===== src/rtl/pipe_mem_stall_ctrl.sv =====
// pipe_mem_stall_ctrl: pipeline enable/flush sequencer with data-memory handshake, hazard stalls and stall counter
module pipe_mem_stall_ctrl #(
   parameter int MAX_WAIT = 16,
   parameter int CNT_W    = 32
) (
   input  logic             clk,
   input  logic             rst,
   input  logic             MemRead_M,
   input  logic             MemWrite_M,
   input  logic             mem_ack,
   input  logic             MemRead_E,
   input  logic [4:0]       Rd_E,
   input  logic [4:0]       Rs1_D,
   input  logic [4:0]       Rs2_D,
   input  logic             PCSrc_E,
   input  logic             err_clr,
   output logic             mem_req,
   output logic             en_PC,
   output logic             en_FD,
   output logic             en_DE,
   output logic             en_EM,
   output logic             en_MW,
   output logic             flush_FD,
   output logic             flush_DE,
   output logic             flush_MW,
   output logic             mem_busy,
   output logic             mem_err,
   output logic [CNT_W-1:0] stall_cnt
);
   localparam int WW = $clog2(MAX_WAIT + 1);
   localparam logic [WW-1:0] LAST = WW'(MAX_WAIT - 1);
   typedef enum logic {IDLE, WAIT} state_t;
   state_t state;
   logic [WW-1:0] wait_cnt;
   logic memop, tmo, rel, ms, lu, run, br, st;
   // Mealy control: memory stall beats branch flush beats load-use; everything low while in reset
   always_comb begin
      memop    = MemRead_M | MemWrite_M;
      mem_req  = ~rst & ((state == IDLE & memop) | state == WAIT);
      tmo      = state == WAIT & wait_cnt == LAST;
      rel      = mem_req & (mem_ack | tmo);
      ms       = mem_req & ~rel;
      lu       = MemRead_E & (Rd_E != 5'd0) & (Rd_E == Rs1_D | Rd_E == Rs2_D);
      run      = ~rst & ~ms;
      br       = run & PCSrc_E;
      st       = run & ~PCSrc_E & lu;
      en_PC    = run & ~st;
      en_FD    = run & ~st;
      en_DE    = run;
      en_EM    = run;
      en_MW    = ~rst;
      flush_FD = br;
      flush_DE = br | st;
      flush_MW = ~rst & ms;
      mem_busy = state == WAIT;
   end
   // Handshake state, timeout counter, sticky error (set beats clear) and stall counter
   always_ff @(posedge clk or posedge rst) begin
      if (rst) begin
         state     <= IDLE;
         wait_cnt  <= '0;
         mem_err   <= 1'b0;
         stall_cnt <= '0;
      end else begin
         state     <= (state == IDLE) ? ((memop & ~mem_ack) ? WAIT : IDLE) : (rel ? IDLE : WAIT);
         wait_cnt  <= (state == IDLE) ? '0 : wait_cnt + WW'(1);
         mem_err   <= (tmo & ~mem_ack) | (mem_err & ~err_clr);
         stall_cnt <= stall_cnt + CNT_W'(!en_PC);
      end
   end
endmodule


===== config.mk =====
export PLATFORM = sky130hd
export DESIGN_NAME = pipe_mem_stall_ctrl
export DESIGN_NICKNAME = d
export VERILOG_FILES = /design/src/rtl/pipe_mem_stall_ctrl.sv
export SDC_FILE = /design/constraint.sdc
export NUM_CORES = 1
export LEC_CHECK = 0
export CORE_MARGIN = 1
export CORE_UTILIZATION = 40
export CTS_CLUSTER_DIAMETER = 120
export CTS_CLUSTER_SIZE = 30
export DETAILED_ROUTE_END_ITERATION = 16
export GPL_TIMING_DRIVEN = 0
export PLACE_DENSITY = 0.76
export SLEW_MARGIN = 15
export SYNTH_ARGS = -nofsm -noshare
export SYNTH_HDL_FRONTEND = slang
export SYNTH_SLANG_ARGS = --single-unit

===== constraint.sdc =====
create_clock -name clk -period 2.9 [get_ports clk]
set_clock_uncertainty 0.15 [all_clocks]
set_input_delay 0.58 -clock clk [delete_from_list [all_inputs] [get_ports clk]]
set_output_delay 0.58 -clock clk [all_outputs]
set_load 0.05 [all_outputs]

==> results of run 1 <==
-- synthesized netlist by cell type, drive strengths merged --
master   instances  area [sq um]
dfrtp           39           976
xnor2           23           201
xor2            19           166
nand3           15          80.1
nand2            9          33.8
nand4            9          68.8
and2             7          43.8
and4             7          63.8
nor2             7          26.3
nor3             7          35.0
nor4             5          80.1
buf              4          25.0
ha               4          50.1
inv              4          15.0
and3             2          12.5
nor2b            2          12.5
o21ai            2          10.0
o31ai            2          15.0
a22oi            1          7.51
nor4b            1          15.0
o22ai            1          6.26
o2bb2ai          1          8.76
o31a             1          8.76
or2              1          8.76
or3              1          6.26
or4              1          7.51
-- power groups by stage --
stage | registers [mW] | clock network (mW) | logic (mW)
2_1_floorplan | 0.863 | 0 | 0.157
6_report | 0.694 | 0.368 | 0.535
3_5_place_dp | 0.706 | 0 | 0.508
4_1_cts | 0.696 | 0.380 | 0.522
3_3_place_gp | 0.704 | 0 | 0.501
5_1_grt | 0.707 | 0.406 | 0.570
-- critical path, cell delays in order (launching register included) --
cell and delay [ps]:
sky130_fd_sc_hd__dfrtp_1 390, sky130_fd_sc_hd__ha_2 190, sky130_fd_sc_hd__and3_4 180, sky130_fd_sc_hd__ha_4 150, sky130_fd_sc_hd__nand2_2 60, sky130_fd_sc_hd__nor4b_4 300
sky130_fd_sc_hd__nor2_4 110, sky130_fd_sc_hd__o31ai_4 70, sky130_fd_sc_hd__ha_2 250, sky130_fd_sc_hd__ha_4 140, sky130_fd_sc_hd__and4_4 220, sky130_fd_sc_hd__and4_1 200
sky130_fd_sc_hd__buf_6 140, sky130_fd_sc_hd__nand3_4 90, sky130_fd_sc_hd__xnor2_2 150
-- metal layers --
layer	part of all wire, %	vias to the layer above	routed length [um]
li1	-	777	-
met1	45	778	1980
met2	50	27	2210
met3	2.9	9	127
met4	2.4	0	107
met5	0	-	0
-- metrics by stage --
stage	util [%]	power (mW)	hold slack, ps	std cells
detailed placement	60.3	1.21	312	308
floorplan	-	1.02	284	175
finish	64.9	1.60	320	323
global placement	59.8	1.20	305	307
global route	64.9	1.68	346	323
CTS	63.0	1.60	327	320
-- final timing paths --
check | startpoint | endpoint | slack, ps | depth (start not counted)
max | wait_cnt[0]$_DFF_PP0_ | stall_cnt[28]$_DFF_PP0_ | -10 | 14
min | stall_cnt[31]$_DFF_PP0_ | stall_cnt[31]$_DFF_PP0_ | 320 | 1
max reg2reg | wait_cnt[0]$_DFF_PP0_ | stall_cnt[28]$_DFF_PP0_ | -10 | 14
min reg2reg | stall_cnt[31]$_DFF_PP0_ | stall_cnt[31]$_DFF_PP0_ | 320 | 1
max in group asynchronous | rst | wait_cnt[2]$_DFF_PP0_ | 1840 | 3
min in group asynchronous | rst | stall_cnt[25]$_DFF_PP0_ | 330 | 2
-- layout make-up --
type                    count  area (sq um)
fillers                   377          1670
multi-input cells         128          1160
flip-flops and latches     39           976
repair buffers             75           736
well taps                  67          83.8
clock buffers               6          82.6
plain buffers               3          30.0
inverters                   4          15.0
clock inverters             1          5.00
-- cells by family (layout without fill, tap and decap cells) --
group           count (synthesis)  in the layout  share of synthesized area (%)
fa+ha+maj                       4              4                           2.52
flops                          39             39                           49.2
compound gates                  8              8                           2.84
buf+inv                         8             89                           2.02
xor+xnor                       42             42                           18.5
simple gates                   74             74                           24.9
-- repair_timing --
action / in CTS / in global routing
pin swaps: 11 / 12
resized for setup: 40 / 17
setup buffers: 5 / 4
endpoints found under the setup margin: 27 / 22
-- sequential cells by signal (all words and copies together), names as in the netlist --
register	flops
mem_busy	1
mem_err	1
wait_cnt	5
stall_cnt	32
==> impl_metrics.xml, run 1 <==
<?xml version="1.0" encoding="UTF-8"?>
<metrics>
  <group name="run_status">
    <metric name="status" unit="">finished with violations</metric>
    <metric name="violations" unit="">negative setup slack</metric>
  </group>
  <group name="power_and_ir_drop">
    <metric name="power_report.internal_total" unit="mW">1.01</metric>
    <metric name="power_share_of_the_sequential_group" unit="%">43.5</metric>
    <metric name="leakagePower" unit="nW">1.32</metric>
    <metric name="combPwrFrac" unit="%">33.5</metric>
    <metric name="switching_power" unit="mW">0.586</metric>
    <metric name="power.share.clock" unit="%">23.0</metric>
    <metric name="power.share.switching" unit="%">36.7</metric>
    <metric name="power.density" unit="nW/um^2">518</metric>
    <metric name="ir_drop" unit="uV">665</metric>
  </group>
  <group name="global_routing">
    <metric name="grt_usage" unit="%">17.7</metric>
    <metric name="grt_busiest_layer" unit="">met2</metric>
    <metric name="grt_antenna_before_repair" unit="">0</metric>
    <metric name="met2_usage" unit="%">28.7</metric>
    <metric name="grt_util_met3" unit="%">4.44</metric>
    <metric name="grt_start_max_net_pins" unit="">33</metric>
    <metric name="grt_pass1_vias" unit="">1580</metric>
    <metric name="grt_first_pass_wirelength" unit="um">7100</metric>
    <metric name="grt-ovfl-total" unit="">0</metric>
    <metric name="grtUsageMet1" unit="%">22.1</metric>
  </group>
  <group name="routing">
    <metric name="viasPerCell" unit="">4.93</metric>
    <metric name="detail_route.wl_per_cell" unit="um">13.7</metric>
    <metric name="wl" unit="um">4420</metric>
    <metric name="drc_violation_count_after_routing" unit="">0</metric>
    <metric name="initialDrtViolationCount" unit="">34</metric>
    <metric name="vias" unit="">1591</metric>
    <metric name="tritonroute_pass_1_iters" unit="">4</metric>
    <metric name="ant_nets" unit="">0</metric>
  </group>
  <group name="cts">
    <metric name="cts_inserted_buffers" unit="">5</metric>
    <metric name="numClockSinks" unit="">39</metric>
    <metric name="clock_latency" unit="ps">290</metric>
    <metric name="ctsRootBufferMaster" unit="">sky130_fd_sc_hd__clkbuf_8</metric>
    <metric name="clkSlewWorstSetupHoldPaths" unit="ps">70</metric>
    <metric name="cts_tree" unit="">done</metric>
    <metric name="holdBufCountCts" unit="">0</metric>
    <metric name="htree_levels" unit="">2</metric>
    <metric name="max-clock-path-buffers" unit="">2</metric>
  </group>
  <group name="critical_path">
    <metric name="path_class" unit="">reg -&gt; reg</metric>
    <metric name="worst_setup_path_start_kind" unit="">flop</metric>
    <metric name="critPathArrivalTime" unit="ps">2940</metric>
    <metric name="path_max_fanout" unit="">6</metric>
    <metric name="required_time_of_the_worst_setup_path" unit="ps">2930</metric>
    <metric name="crit_path_end_kind" unit="">flop</metric>
  </group>
  <group name="placement">
    <metric name="globalplace.congestion" unit="">0.751</metric>
    <metric name="portBuffers" unit="">65</metric>
    <metric name="setup_slack_after_placement" unit="ps">-726</metric>
    <metric name="dp.final_hpwl" unit="um">3230</metric>
    <metric name="dpl_cell_area" unit="sq um">2870</metric>
  </group>
  <group name="synth">
    <metric name="syn-num-nets" unit="">202</metric>
    <metric name="post_synth_instance_area" unit="sq um">1980</metric>
    <metric name="postSynthRegisterBits" unit="">39</metric>
    <metric name="syn_avg_cell_area" unit="sq um">11.3</metric>
    <metric name="synth-warning-count" unit="">0</metric>
    <metric name="seq_area_frac_synth" unit="%">49.2</metric>
    <metric name="synth.lib_cells_used.distinct" unit="">32</metric>
    <metric name="synth_cells" unit="">175</metric>
  </group>
  <group name="timing">
    <metric name="report.final.setup_viol" unit="">4</metric>
    <metric name="setup_tns" unit="ps">-41.1</metric>
    <metric name="report.final.hold_viol_count" unit="">0</metric>
    <metric name="worst_slew_pin_slew" unit="ps">652</metric>
    <metric name="maxSlewViolCount" unit="">0</metric>
    <metric name="timing.max_slew.rel_slack" unit="%">56.2</metric>
    <metric name="tmin_final" unit="ps">2910</metric>
    <metric name="final_clock_period_utilization_by_the_worst_path" unit="%">100</metric>
    <metric name="rsz0062_at_grt" unit="">yes</metric>
    <metric name="achievable-frequency" unit="GHz">0.343</metric>
    <metric name="post-route-worst-setup-slack" unit="ps">-14.2</metric>
  </group>
  <group name="floorplan">
    <metric name="floorplan.core_area" unit="sq um">4750</metric>
    <metric name="placement_rows" unit="">25</metric>
    <metric name="chipWidth" unit="um">72.4</metric>
    <metric name="die_height" unit="um">72.4</metric>
    <metric name="top_level_ports" unit="">66</metric>
    <metric name="initial_core_util" unit="%">41.7</metric>
    <metric name="die_area" unit="sq um">5250</metric>
  </group>
  <group name="layout">
    <metric name="finish.net_count" unit="">283</metric>
    <metric name="drive_above_1_share" unit="%">27.0</metric>
    <metric name="final_cell_mix" unit="">sky130_fd_sc_hd__clkdlybuf4s50_1 (51), sky130_fd_sc_hd__dfrtp_1 (39), sky130_fd_sc_hd__xnor2_1 (22)</metric>
    <metric name="syn_to_final_growth" unit="%">55.5</metric>
    <metric name="commonest_non_fill_non_tap_cell_in_the_layout" unit="">sky130_fd_sc_hd__clkdlybuf4s50_1</metric>
    <metric name="antenna_cells_inserted" unit="">0</metric>
    <metric name="design_area" unit="sq um">3090</metric>
  </group>
  <group name="job">
    <metric name="cap_violations" unit="">0</metric>
  </group>
  <group name="worst_hold_path">
    <metric name="min_path_type" unit="">reg -&gt; reg</metric>
  </group>
</metrics>
Power figures use the tool's default switching activity.
==> run 2: changes to the inputs <==
Settings changed: REMOVE_ABC_BUFFERS from default to 1.
==> run 2 against run 1 <==
- the run still ends with negative setup slack left
- core utilization is 1.1 points lower
- final cell count increased by 0.62%
- fmax is 1.0% lower
- sequential power increased by 0.6%
- die area unchanged
- sequential share of layout area grew 0.53 points
- clock power grew 9.0%
- hold slack lost 3.5 ps
- combinational power increased by 4.9%
- first-iteration DRC count grew 56%
- global-route usage decreased by 0.42 points
- total power up 3.9%
- critical path type unchanged
- largest cell class unchanged
- highest routed layer unchanged
==> impl_metrics.xml, run 2 (same netlist as run 1, synthesis figures left out) <==
<?xml version="1.0" encoding="UTF-8"?>
<metrics>
  <group name="run_status">
    <metric name="status" unit="">finished with violations</metric>
    <metric name="violations" unit="">negative setup slack</metric>
  </group>
  <group name="critical_path">
    <metric name="path_max_fanout" unit="">5</metric>
    <metric name="regToRegEndpoint" unit="">stall_cnt[20]$_DFF_PP0_</metric>
    <metric name="required_time_of_the_worst_setup_path" unit="ps">2970</metric>
    <metric name="crit_path_end_kind" unit="">flop</metric>
    <metric name="r2r_cells" unit="">13</metric>
    <metric name="critPathArrivalTime" unit="ps">3010</metric>
    <metric name="critical_path.startpoint" unit="">wait_cnt[0]$_DFF_PP0_</metric>
    <metric name="timing.critical_path.to" unit="">stall_cnt[20]$_DFF_PP0_</metric>
    <metric name="critical_path.reg2reg.startpoint" unit="">wait_cnt[0]$_DFF_PP0_</metric>
    <metric name="path_class" unit="">reg -&gt; reg</metric>
    <metric name="regToRegSetupSlack" unit="ps">-40</metric>
    <metric name="worst_setup_path_start_kind" unit="">flop</metric>
  </group>
  <group name="timing">
    <metric name="tmin_final" unit="ps">2940</metric>
    <metric name="timing.max_slew.rel_slack" unit="%">59.7</metric>
    <metric name="report.final.setup_viol" unit="">2</metric>
    <metric name="maxSlewViolCount" unit="">0</metric>
    <metric name="report.final.hold_viol_count" unit="">0</metric>
    <metric name="rsz0062_at_grt" unit="">yes</metric>
    <metric name="worst_slew_pin_slew" unit="ps">600</metric>
    <metric name="post-route-worst-setup-slack" unit="ps">-44.5</metric>
    <metric name="achievable-frequency" unit="GHz">0.340</metric>
    <metric name="final_clock_period_utilization_by_the_worst_path" unit="%">102</metric>
  </group>
  <group name="routing">
    <metric name="detail_route.wl_per_cell" unit="um">13.5</metric>
    <metric name="wl" unit="um">4390</metric>
    <metric name="vias" unit="">1622</metric>
    <metric name="ant_nets" unit="">0</metric>
    <metric name="drc_violation_count_after_routing" unit="">0</metric>
    <metric name="tritonroute_pass_1_iters" unit="">4</metric>
    <metric name="viasPerCell" unit="">4.99</metric>
    <metric name="initialDrtViolationCount" unit="">53</metric>
  </group>
  <group name="cts">
    <metric name="clock_latency" unit="ps">290</metric>
    <metric name="htree_levels" unit="">2</metric>
    <metric name="numClockSinks" unit="">39</metric>
    <metric name="ctsRootBufferMaster" unit="">sky130_fd_sc_hd__clkbuf_8</metric>
    <metric name="max-clock-path-buffers" unit="">2</metric>
    <metric name="clkSlewWorstSetupHoldPaths" unit="ps">70</metric>
    <metric name="holdBufCountCts" unit="">0</metric>
    <metric name="cts_tree" unit="">done</metric>
    <metric name="cts_inserted_buffers" unit="">5</metric>
  </group>
  <group name="placement">
    <metric name="place.detailed.instances" unit="">304</metric>
    <metric name="globalplace.congestion" unit="">0.775</metric>
    <metric name="dpl_cell_area" unit="sq um">2710</metric>
    <metric name="portBuffers" unit="">65</metric>
    <metric name="dp.final_hpwl" unit="um">2950</metric>
  </group>
  <group name="layout">
    <metric name="final_cell_mix" unit="">sky130_fd_sc_hd__clkdlybuf4s50_1 (50), sky130_fd_sc_hd__dfrtp_1 (39), sky130_fd_sc_hd__xnor2_1 (23)</metric>
    <metric name="registers.top_by_ff_count" unit="">stall_cnt</metric>
    <metric name="final_cell_count_no_fill" unit="">325</metric>
    <metric name="drive_above_1_share" unit="%">24.8</metric>
    <metric name="finish.net_count" unit="">284</metric>
    <metric name="syn_to_final_growth" unit="%">52.9</metric>
    <metric name="design_area" unit="sq um">3030</metric>
    <metric name="top_flop_regs" unit="">stall_cnt (32), wait_cnt (5)</metric>
    <metric name="largest_register_ffs" unit="">32</metric>
    <metric name="commonest_non_fill_non_tap_cell_in_the_layout" unit="">sky130_fd_sc_hd__clkdlybuf4s50_1</metric>
    <metric name="antenna_cells_inserted" unit="">0</metric>
  </group>
  <group name="power_and_ir_drop">
    <metric name="leakagePower" unit="nW">1.31</metric>
    <metric name="ir_drop" unit="uV">380</metric>
    <metric name="power.density" unit="nW/um^2">547</metric>
  </group>
  <group name="global_routing">
    <metric name="grt-ovfl-total" unit="">0</metric>
    <metric name="grt_antenna_before_repair" unit="">0</metric>
    <metric name="grt_first_pass_wirelength" unit="um">6910</metric>
    <metric name="grt_usage" unit="%">17.3</metric>
    <metric name="grt_start_max_net_pins" unit="">34</metric>
    <metric name="grt_pass1_vias" unit="">1535</metric>
  </group>
  <group name="job">
    <metric name="cap_violations" unit="">0</metric>
  </group>
  <group name="floorplan">
    <metric name="die_height" unit="um">72.4</metric>
    <metric name="chipWidth" unit="um">72.4</metric>
    <metric name="placement_rows" unit="">25</metric>
    <metric name="top_level_ports" unit="">66</metric>
    <metric name="die_area" unit="sq um">5250</metric>
    <metric name="initial_core_util" unit="%">41.7</metric>
    <metric name="floorplan.core_area" unit="sq um">4750</metric>
  </group>
  <group name="worst_hold_path">
    <metric name="min_path_type" unit="">reg -&gt; reg</metric>
  </group>
</metrics>
[run 2: metal layers]
metal	track usage [%]	wire length (um)
met5	0	0
met2	28.2	2210
met1	20.8	1810
met4	8.06	84
met3	5.28	288
[run 2: critical path, stage by stage, from the launching register on]
cell and delay (ps):
sky130_fd_sc_hd__dfrtp_1 390, sky130_fd_sc_hd__ha_2 190, sky130_fd_sc_hd__and3_4 180, sky130_fd_sc_hd__ha_4 160
sky130_fd_sc_hd__nand2_2 60, sky130_fd_sc_hd__nor4b_4 310, sky130_fd_sc_hd__nor2_4 90, sky130_fd_sc_hd__o31ai_4 70
sky130_fd_sc_hd__ha_2 240, sky130_fd_sc_hd__ha_4 140, sky130_fd_sc_hd__and4_4 230, sky130_fd_sc_hd__nand4_1 230
sky130_fd_sc_hd__nor3_2 280, sky130_fd_sc_hd__xor2_1 160
[run 2: area by class of cell]
type | count | area (sq um)
Inverter | 4 | 15.0
Timing Repair Buffer | 79 | 744
Tap cell | 67 | 83.8
Fill cell | 404 | 1720
Clock buffer | 8 | 100
Multi-Input combinational cell | 128 | 1110
Sequential cell | 39 | 976
[run 2: worst min path at each step]
| stage | from | endpoint | slack [ps] | cells past startpoint |
|---|---|---|---|---|
| 4_1_cts | rst | stall_cnt[0]$_DFF_PP0_ | 320 | 2 |
| 2_1_floorplan | wait_cnt[0]$_DFF_PP0_ | wait_cnt[0]$_DFF_PP0_ | 280 | 1 |
| 5_1_grt | rst | stall_cnt[2]$_DFF_PP0_ | 360 | 2 |
| 3_5_place_dp | wait_cnt[0]$_DFF_PP0_ | wait_cnt[0]$_DFF_PP0_ | 310 | 1 |
| 3_3_place_gp | wait_cnt[0]$_DFF_PP0_ | wait_cnt[0]$_DFF_PP0_ | 300 | 1 |
| 6_report | stall_cnt[31]$_DFF_PP0_ | stall_cnt[31]$_DFF_PP0_ | 320 | 1 |
[run 2: per-stage QoR]
step,worst slack [ps],util (%),power (mW),setup TNS [ps],hold WS [ps]
6_report,-44.5,63.8,1.66,-51.2,316
5_1_grt,-160,63.8,1.73,-1370,360
4_1_cts,9.48,61.6,1.63,0,323
3_5_place_dp,-653,57.1,1.19,-15440,306
3_3_place_gp,-1110,56.7,1.18,-16170,299
2_1_floorplan,-1650,-,0.996,-51040,282
[run 2: timing repair]
action | 4_1_cts | 5_1_grt
pin swaps | 6 | 13
setup endpoints to repair | 33 | 26
setup buffers | 8 | 5
gates resized for setup | 53 | 19
[run 2: power by group]
| part | internal, mW | switching [mW] |
|---|---|---|
| Combinational | 0.231 | 0.329 |
| Clock | 0.217 | 0.184 |
| Sequential | 0.609 | 0.0886 |
| Total | 1.06 | 0.601 |
==> run 3: changes to the inputs <==
Settings changed: CORE_MARGIN 1 to default.
==> results of run 3 <==
Final layout, timing and power as in run 2 (identical DEF).
